**src/rtl/haz_pkg.sv**
```systemverilog
// Shared constants and types for the pipeline hazard controller.
// Forwarding encodings, stall-cause enum and a forwarding pick helper.
package haz_pkg;

  localparam logic [1:0] FWD_RF  = 2'b00;
  localparam logic [1:0] FWD_MEM = 2'b01;
  localparam logic [1:0] FWD_WB  = 2'b11;

  // Width of the outstanding long-op counter (depth up to 15).
  localparam int CNT_W = 4;

  typedef enum logic [2:0] {
    NONE,
    LOAD_USE,
    RAW_LONG,
    WAW_LONG,
    STRUCT
  } stall_cause_e;

  // MEM is younger than WB, so its result wins when both match.
  function automatic logic [1:0] fwd_pick(
    input logic mem_hit,
    input logic wb_hit
  );
    logic [1:0] sel;
    sel = FWD_RF;
    if (mem_hit) begin
      sel = FWD_MEM;
    end else if (wb_hit) begin
      sel = FWD_WB;
    end
    return sel;
  endfunction

endpackage

```
**src/rtl/haz_scoreboard.sv**
```systemverilog
// Long-latency register scoreboard: pending bits, outstanding count,
// sticky protocol error; three combinational pending lookups.
module haz_scoreboard
  import haz_pkg::*;
#(
  parameter int RW         = 5,
  parameter int LONG_DEPTH = 4
) (
  input  logic             clk,
  input  logic             rst_n,
  input  logic             issue,
  input  logic [RW-1:0]    issue_rd,
  input  logic             lc_valid,
  input  logic [RW-1:0]    lc_rd,
  input  logic [RW-1:0]    q_rs1,
  input  logic [RW-1:0]    q_rs2,
  input  logic [RW-1:0]    q_rd,
  output logic             pend_rs1,
  output logic             pend_rs2,
  output logic             pend_rd,
  output logic             busy,
  output logic [CNT_W-1:0] outstanding,
  output logic             err
);

  localparam int NREG = 1 << RW;
  localparam logic [CNT_W-1:0] DEPTH = CNT_W'(LONG_DEPTH);

  logic [NREG-1:0]  pending;
  logic [NREG-1:0]  pend_nxt;
  logic [CNT_W-1:0] cnt;
  logic [CNT_W-1:0] cnt_nxt;
  logic             err_q;
  logic             err_nxt;
  logic             lc_ok;
  logic             lc_bad;
  logic             full;

  // A completion only retires an op if one is tracked for that register.
  assign lc_ok  = lc_valid && pending[lc_rd] && (cnt != '0);
  assign lc_bad = lc_valid && !lc_ok;
  assign full   = (cnt >= DEPTH);

  // Next pending vector: clear on completion, then set so a set wins.
  always_comb begin
    pend_nxt = pending;
    if (lc_valid) begin
      pend_nxt[lc_rd] = 1'b0;
    end
    if (issue) begin
      pend_nxt[issue_rd] = 1'b1;
    end
    pend_nxt[0] = 1'b0;
  end

  // Next outstanding count and sticky error.
  always_comb begin
    cnt_nxt = cnt;
    unique case ({issue, lc_ok})
      2'b10: begin
        if (!full) begin
          cnt_nxt = cnt + CNT_W'(1);
        end
      end
      2'b01:   cnt_nxt = cnt - CNT_W'(1);
      default: cnt_nxt = cnt;
    endcase
    err_nxt = err_q | lc_bad | (issue && full);
  end

  // Scoreboard state registers.
  always_ff @(posedge clk or negedge rst_n) begin
    if (!rst_n) begin
      pending <= '0;
      cnt     <= '0;
      err_q   <= 1'b0;
    end else begin
      pending <= pend_nxt;
      cnt     <= cnt_nxt;
      err_q   <= err_nxt;
    end
  end

  // The counter must never run past the configured depth.
  always @(posedge clk) begin
    if (rst_n) begin
      assert (cnt <= DEPTH);
    end
  end

  assign pend_rs1    = pending[q_rs1];
  assign pend_rs2    = pending[q_rs2];
  assign pend_rd     = pending[q_rd];
  assign busy        = |pending;
  assign outstanding = cnt;
  assign err         = err_q;

endmodule

```
**src/rtl/hazard_ctrl.sv**
```systemverilog
// Pipeline hazard controller: EX forwarding selects, load-use and
// long-op stalls. HAZ_PERF_EN adds the stall cycle counter.
module hazard_ctrl
  import haz_pkg::*;
#(
  parameter int RW         = 5,
  parameter int LONG_DEPTH = 4,
  parameter int CNTW       = 32
) (
  input  logic             clk,
  input  logic             rst_n,
  input  logic [RW-1:0]    id_rs1,
  input  logic [RW-1:0]    id_rs2,
  input  logic             id_rs1_use,
  input  logic             id_rs2_use,
  input  logic [RW-1:0]    id_rd,
  input  logic             id_reg_we,
  input  logic             id_long,
  input  logic [RW-1:0]    ex_rs1,
  input  logic [RW-1:0]    ex_rs2,
  input  logic [RW-1:0]    ex_rd,
  input  logic             ex_reg_we,
  input  logic             ex_is_load,
  input  logic             ex_long_issue,
  input  logic [RW-1:0]    mem_rd,
  input  logic             mem_reg_we,
  input  logic [RW-1:0]    wb_rd,
  input  logic             wb_reg_we,
  input  logic             lc_valid,
  input  logic [RW-1:0]    lc_rd,
  output logic [1:0]       fwd_a_sel,
  output logic [1:0]       fwd_b_sel,
  output logic             stall_if,
  output logic             stall_id,
  output logic             bubble_ex,
  output logic             sb_busy,
  output logic [CNT_W-1:0] outstanding,
  output logic             err,
  output logic [CNTW-1:0]  perf_stall_cnt
);

  logic         long_set;
  logic         pend_rs1;
  logic         pend_rs2;
  logic         pend_rd;
  logic         mem_a;
  logic         mem_b;
  logic         wb_a;
  logic         wb_b;
  logic [1:0]   fwd_a;
  logic [1:0]   fwd_b;
  logic         load_use;
  logic         raw_long;
  logic         waw_long;
  logic         struct_hz;
  logic [CNT_W:0] long_sum;
  stall_cause_e cause;
  logic         stall;

  assign long_set = ex_long_issue && ex_reg_we && (ex_rd != '0);

  haz_scoreboard #(
    .RW         (RW),
    .LONG_DEPTH (LONG_DEPTH)
  ) u_sb (
    .clk         (clk),
    .rst_n       (rst_n),
    .issue       (long_set),
    .issue_rd    (ex_rd),
    .lc_valid    (lc_valid),
    .lc_rd       (lc_rd),
    .q_rs1       (id_rs1),
    .q_rs2       (id_rs2),
    .q_rd        (id_rd),
    .pend_rs1    (pend_rs1),
    .pend_rs2    (pend_rs2),
    .pend_rd     (pend_rd),
    .busy        (sb_busy),
    .outstanding (outstanding),
    .err         (err)
  );

  assign mem_a = mem_reg_we && (mem_rd == ex_rs1) && (ex_rs1 != '0);
  assign mem_b = mem_reg_we && (mem_rd == ex_rs2) && (ex_rs2 != '0);
  assign wb_a  = wb_reg_we && (wb_rd == ex_rs1) && (ex_rs1 != '0);
  assign wb_b  = wb_reg_we && (wb_rd == ex_rs2) && (ex_rs2 != '0);

  assign fwd_a = fwd_pick(mem_a, wb_a);
  assign fwd_b = fwd_pick(mem_b, wb_b);

  assign load_use = ex_is_load && ex_reg_we && (ex_rd != '0) &&
                    ((id_rs1_use && (id_rs1 == ex_rd)) ||
                     (id_rs2_use && (id_rs2 == ex_rd)));

  assign raw_long = (id_rs1_use && pend_rs1) ||
                    (id_rs2_use && pend_rs2);

  assign waw_long = id_reg_we && pend_rd;

  assign long_sum  = {1'b0, outstanding} + (CNT_W + 1)'(ex_long_issue);
  assign struct_hz = id_long &&
                     (long_sum >= (CNT_W + 1)'(LONG_DEPTH));

  // Highest-priority stall cause, kept for debug visibility.
  always_comb begin
    cause = NONE;
    priority case (1'b1)
      load_use:  cause = LOAD_USE;
      raw_long:  cause = RAW_LONG;
      waw_long:  cause = WAW_LONG;
      struct_hz: cause = STRUCT;
      default:   cause = NONE;
    endcase
  end

  assign stall = (cause != NONE);

  // A stall must always have an identified cause and vice versa.
  always @(posedge clk) begin
    if (rst_n) begin
      assert (stall == (load_use | raw_long | waw_long | struct_hz));
    end
  end

  // Controls are forced quiet while reset is held.
  assign fwd_a_sel = rst_n ? fwd_a : FWD_RF;
  assign fwd_b_sel = rst_n ? fwd_b : FWD_RF;
  assign stall_if  = rst_n & stall;
  assign stall_id  = rst_n & stall;
  assign bubble_ex = rst_n & stall;

`ifdef HAZ_PERF_EN
  logic [CNTW-1:0] perf_q;

  // Count every cycle the ID stage is held.
  always_ff @(posedge clk or negedge rst_n) begin
    if (!rst_n) begin
      perf_q <= '0;
    end else if (stall) begin
      perf_q <= perf_q + CNTW'(1);
    end
  end

  assign perf_stall_cnt = perf_q;
`else
  assign perf_stall_cnt = '0;
`endif

endmodule

```
**config.mk**
```make
export PLATFORM = sky130hd
export DESIGN_NAME = hazard_ctrl
export DESIGN_NICKNAME = d
export VERILOG_FILES = /design/src/rtl/haz_pkg.sv /design/src/rtl/haz_scoreboard.sv /design/src/rtl/hazard_ctrl.sv
export SDC_FILE = /design/constraint.sdc
export NUM_CORES = 1
export LEC_CHECK = 0
export BUFFER_PORTS_ARGS = -buffer_cell sky130_fd_sc_hd__buf_2
export CAP_MARGIN = 20
export CELL_PAD_IN_SITES_DETAIL_PLACEMENT = 1
export CELL_PAD_IN_SITES_GLOBAL_PLACEMENT = 1
export CORE_MARGIN = 3
export CORE_UTILIZATION = 35
export DETAILED_ROUTE_END_ITERATION = 8
export PLACE_DENSITY = 0.85
export SLEW_MARGIN = 5
export SYNTH_ARGS = -nofsm -noshare
export SYNTH_HDL_FRONTEND = slang
export SYNTH_SLANG_ARGS = --single-unit
```
**constraint.sdc**
```tcl
create_clock -name clk -period 4.4 [get_ports clk]
set_clock_uncertainty 0.2 [all_clocks]
set_input_delay 0.44 -clock clk [delete_from_list [all_inputs] [get_ports clk]]
set_output_delay 0.44 -clock clk [all_outputs]
set_load 0.005 [all_outputs]
```
After elaboration in Yosys (flattened, before gate mapping):

Index checks and enable logic that the tools add are counted.

* bits of input ports: 57
* register bits: 36
* word-level logic and storage cells: 92
* output and inout port bits: 45

* reductions and logical operators: 36
* bitwise logic cells: 6
* equal/unequal tests: 9
* $add $sub $neg: 3
* mux-type cells: 26
* $lt $le $gt $ge: 9

Operators by type and width (count)
* 2-to-1 mux 32 bit: 2
* bitwise AND 32 bit: 1
* NOT 32 bit: 1
* OR 32 bit: 1
* OR reduction 31 bit: 1
* == test 5 bit: 6
* < comparator 5 x 6 -> 1 bit (second input constant): 5
* logical AND 1 bit: 25
* binary-select mux 1 bit (select 5 bit): 4
* nonzero test 5 bit: 3
* 2-to-1 mux 2 bit: 6
* 2-to-1 mux 3 bit: 4
* demux 1 bit (select 5 bit): 2
* >= comparator 5 x 1 -> 1 bit (second input constant): 2
* case mux 4 bit (2 select lines): 1
* 2-to-1 mux 1 bit: 6
* adder 4 x 1 -> 5 bit: 1
* >= comparator 5 x 3 -> 1 bit (second input constant): 1
* adder 4 x 1 -> 4 bit (second input constant): 1
* >= comparator 4 x 3 -> 1 bit (second input constant): 1
* 2-to-1 mux 4 bit: 1
* nonzero test 4 bit: 1
* subtractor 4 x 1 -> 4 bit (second input constant): 1
* nonzero test 3 bit: 1
* 9 further kinds: 11

Logic depth before layout (Yosys ltp):

* depth in word-level cells: 9
* gate-level depth with buffers: 14
* mapped depth without buffers: 12

Hierarchy:

A second synthesis with hierarchy kept.

* cells, all modules: 340
* area total of the unflattened synthesis: 3449.6 µm²

Modules (own cells, without submodules)
* haz_scoreboard: instances 1, sequential area each 900.9 µm², cells an instance 241, area an instance 2690.1 µm²
* hazard_ctrl: instances 1, sequential area each 0.0 µm², cells an instance 99, area an instance 759.5 µm²

Least setup slack after synthesis:

No wires, ideal clock.

* path kind: in2reg
* start: in lc_rd[0]
* end: reg u_sb.cnt[3] (netlist: u_sb.outstanding[3])
* path slack: 1.157 ns
* stages: 13
* required time: 4.084 ns
* path buffers: 2
* data arrival time: 2.928 ns
* setup time: 0.116 ns
* cells stage by stage: buf_6 > buf_2 > mux2i_1 > o221ai_1 > a221o_1 > o41ai_4 > nand2b_1 > inv_1 > ha_1 > a21o_1 > a21oi_1 > nand2_1 > o311ai_0

* cells in the longest elaborated chain, start to end: 7
* elaborated cells between the ends (all ways): 10
* those cells by class: eq/ne: 3; mux: 3; reduce/logical: 4

RTL lines
* from (decl): line hazard_ctrl.sv:30 `input logic [RW-1:0] lc_rd,`
* binary-select mux 1 bit (select 5 bit) *: line haz_scoreboard.sv:40 `assign lc_ok = lc_valid && pending[lc_rd] && (cnt != '0);`
* 2-to-1 mux 1 bit (implied by the code) *: line haz_scoreboard.sv:40
* logical AND 1 bit * (2 in a row): line haz_scoreboard.sv:40
* == test 2 bit or == test 2 x 1 -> 1 bit (tied branches): line haz_scoreboard.sv:59 `unique case ({issue, lc_ok})`
* != test 2 bit (no source line) or nonzero test 2 bit (tied branches)
* AND reduction 2 bit (no source line)
* to (signal assigned): line haz_scoreboard.sv:79 `cnt <= cnt_nxt;`
* to (decl): line haz_scoreboard.sv:31 `logic [CNT_W-1:0] cnt;`

Every way passes the cells marked *; elsewhere a longest branch is shown, timed or not. The select of a mux whose other input is x is not followed.
A chain may end at the register's enable or synchronous reset.

Final worst setup path:

Ends and elaborated chain as after synthesis.

==> flow_summary_export.csv <==
group,metric,value,unit
yosys,synthCells,373,
setup_path,cp_max_fo,15,
yosys,synth_cell_types,51,
power,power.total,1.26,mW
clocking,cts-resized-gates,0,
floorplanning,die_x,106,um
sta,worst_pin_slew,0.616,ns
finish,areaGrowthSynthToFinish,10.8,%
power,leakage,1.65,nW
global_routing,grt_max_degree,26,
clocking,cts_buffers,5,
clocking,clk_pin_slew,0.07,ns
setup_path,regToRegStartpoint,"u_sb.pending[28]$_DFF_PN0_",
clocking,cts_tree,"built",
setup_path,cp_data_required_time,4.38,ns
yosys,synth_flop_cell,"dfrtp_1",
setup_path,reg2reg_slack,0.95,ns
finish,layout_common_cells,"69 x buf_2, 68 x o21ai_0, 36 x dfrtp_1, 32 x conb_1, 26 x mux4_2",
min_path,min_from,"u_sb.err$_DFF_PN0_",
placement,port_buffers,69,
setup_path,startpoint_type,"input pin",
sta,min_period,3.51,ns
setup_path,crit_type,"in2reg",
global_routing,grt_pass1_vias,3562,
detailed_routing,drt-total-wl,11900,um
min_path,min_to,"u_sb.err$_DFF_PN0_",
yosys,synth.ff_latch_count,36,
power,vdd_drop_max,0.000140,V
min_path,hold_path.class,"reg2reg",
clocking,post_cts_buffers,0,
yosys,synthArstFlopShare,100,%
min_path,hold_depth,1,
setup_path,slowest_stage,"mux4_2",
detailed_routing,dr_total_vias,3294,
sta,setup-tns-final,0,ns
global_routing,grt_pass1_wl,18900,um
yosys,yosysSeqAreaShare,25.5,%
clocking,clockBufferDepth,2,
setup_path,arrival,3.49,ns
finish,drive_gt1_share,26.2,%
sta,rsz0062_at_grt,"no",
sta,setup-violations-final,0,
setup_path,r2r_end,"u_sb.outstanding[3]$_DFFE_PN0P_",
global_routing,antenna_found_initial,0,
sta,hold_violations,0,
clocking,htree_levels,2,
run_status,status,"finished, final reports clean",
finish,nFillCells,1166,
detailed_routing,drtPass1Iterations,4,
sta,slew_violations,0,
floorplanning,die_h,106,um
setup_path,worstSetupStartpoint,"lc_rd[0]",
placement,dp_cells,553,
yosys,ys.warnings.count,0,
clocking,cts_hold_buf,1,
clocking,cts-root-buf,"clkbuf_8",
placement,gp_congestion,0.896,
clocking,cts_num_sinks,36,
detailed_routing,ant_nets,0,
detailed_routing,route.detailed.drc,0,
floorplanning,core_area,9770,sq um
clocking,clock_latency,0.29,ns
yosys,syn_avg_cell_area,9.48,sq um
flow_run,drv_cap,0,
sta,slew_headroom,58.3,%
global_routing,overflow,0,
finish,fin_cells,561,
detailed_routing,drt_iter0_drc,276,
setup_path,slowest_delay,0.56,ns
sta,max_freq,0.285,GHz
floorplanning,initial_utilization,36.2,%
setup_path,worstRegToRegCells,11,
sta,fin_ws,0.890,ns
yosys,synth_edf_count,0,
setup_path,cp_cell_sequence,"buf_2 > mux4_2 > nor2b_4 > a221o_1 > o41ai_4 > nand2b_1 > inv_1 > ha_1 > a21o_1 > a21oi_1 > nand2_1 > o311ai_0",
power,power_density,321,nW/um^2
setup_path,end_kind,"register",
floorplanning,die_area,11300,sq um
sta,finalCritPeriodShare,79.8,%
floorplanning,placementRows,36,
finish,n_antenna_cell,0,
placement,dp_hpwl,9040,um
detailed_routing,via_per_inst,5.87,
detailed_routing,wl_per_cell,21.2,um
placement,dp_slack,0.560,ns
finish,final_common_cell,"buf_2",
finish,fin_nets,490,
yosys,synth_area,3530,sq um
global_routing,grt.total_usage,21.0,%
floorplanning,pin_count,102,
## worst max-delay path: cells and delay by family
family,cells,cell delay [ns]
buf+inv,2,0.42
compound gates,5,1.32
mux,1,0.56
fa+ha+maj,1,0.28
simple gates,3,0.46
## power breakdown
group,switching [mW],internal [mW],total (mW)
Combinational,0.247,0.248,0.494
Sequential,0.148,0.401,0.550
Clock,0.108,0.107,0.215
Total,0.503,0.756,1.26
## layer usage
metal	share of wire, %	up-vias	track usage [%]
met1	37	1637	26.6
met5	0	-	0
met2	51	171	36.6
met3	8.5	30	2.73
li1	-	1456	-
met4	2.8	0	7.85
## area by class of cell
| cell class | count | area (sq um) | share of cell area, % |
|---|---|---|---|
| tap | 133 | 166 | 4.25 |
| clock buffer | 6 | 72.6 | 1.85 |
| clock inverter | 1 | 5.00 | 0.128 |
| multi-input combinational | 306 | 2380 | 60.7 |
| sequential | 36 | 901 | 23.0 |
| inverter | 8 | 30.0 | 0.767 |
| timing repair buffer | 71 | 363 | 9.26 |
## worst max-delay path by stage
stage                                                  to  slack, ns  depth (start not counted)
after global placement    u_sb.outstanding[3]$_DFFE_PN0P_       0.74                         13
after global routing      u_sb.outstanding[3]$_DFFE_PN0P_       0.63                         12
final                     u_sb.outstanding[3]$_DFFE_PN0P_       0.89                         12
after floorplan           u_sb.outstanding[3]$_DFFE_PN0P_       1.16                         13
after detailed placement  u_sb.outstanding[3]$_DFFE_PN0P_       0.56                         12
after CTS                 u_sb.outstanding[3]$_DFFE_PN0P_       0.87                         12
## flip-flops by register name, summed over array words and instances (netlist names)
signal / cells
u_sb.pending: 31
u_sb.outstanding: 4
u_sb.err: 1
## Yosys cell counts (8+ instances only)
library cell   n  area share, %
nand3_1       12            1.7
nand3b_1      10            2.1
a21oi_1        9            1.3
nor4_1        11            1.9
mux4_2        26             17
buf_4         34            7.2
xnor2_1       11            2.7
o21ai_0       68            9.6
nor2_1        10            1.1
nand4_1        8            1.4
nand2_1       13            1.4
mux2i_1       18            5.1
clkbuf_1      16            1.7
xor2_1        19            4.7
inv_1          8           0.85
dfrtp_1       36             25
## per-stage QoR
stage	utilization [%]	hold WS, ns	instance area, sq um
after global routing	40.1	0.345	3920
after CTS	40.1	0.313	3920
final	40.1	0.320	3920
after floorplan	-	-0.0556	3650
after detailed placement	39.2	0.267	3830
after global placement	39.2	0.265	3830
## cells by family (layout without fill, tap and decap cells)
family,Yosys count,in the layout,share of synthesized area [%]
multiplexers,46,46,22.3
AO/OA/AOI/OAI,99,99,16.7
XOR/XNOR,30,30,7.43
adder cells (fa/ha/maj),5,5,1.98
AND/OR/NAND/NOR,94,94,15.5
buffers and inverters,62,86,10.5
flip-flops,36,36,25.5
other,1,32,0.106
No activity file was read; power rests on OpenSTA's default activity.
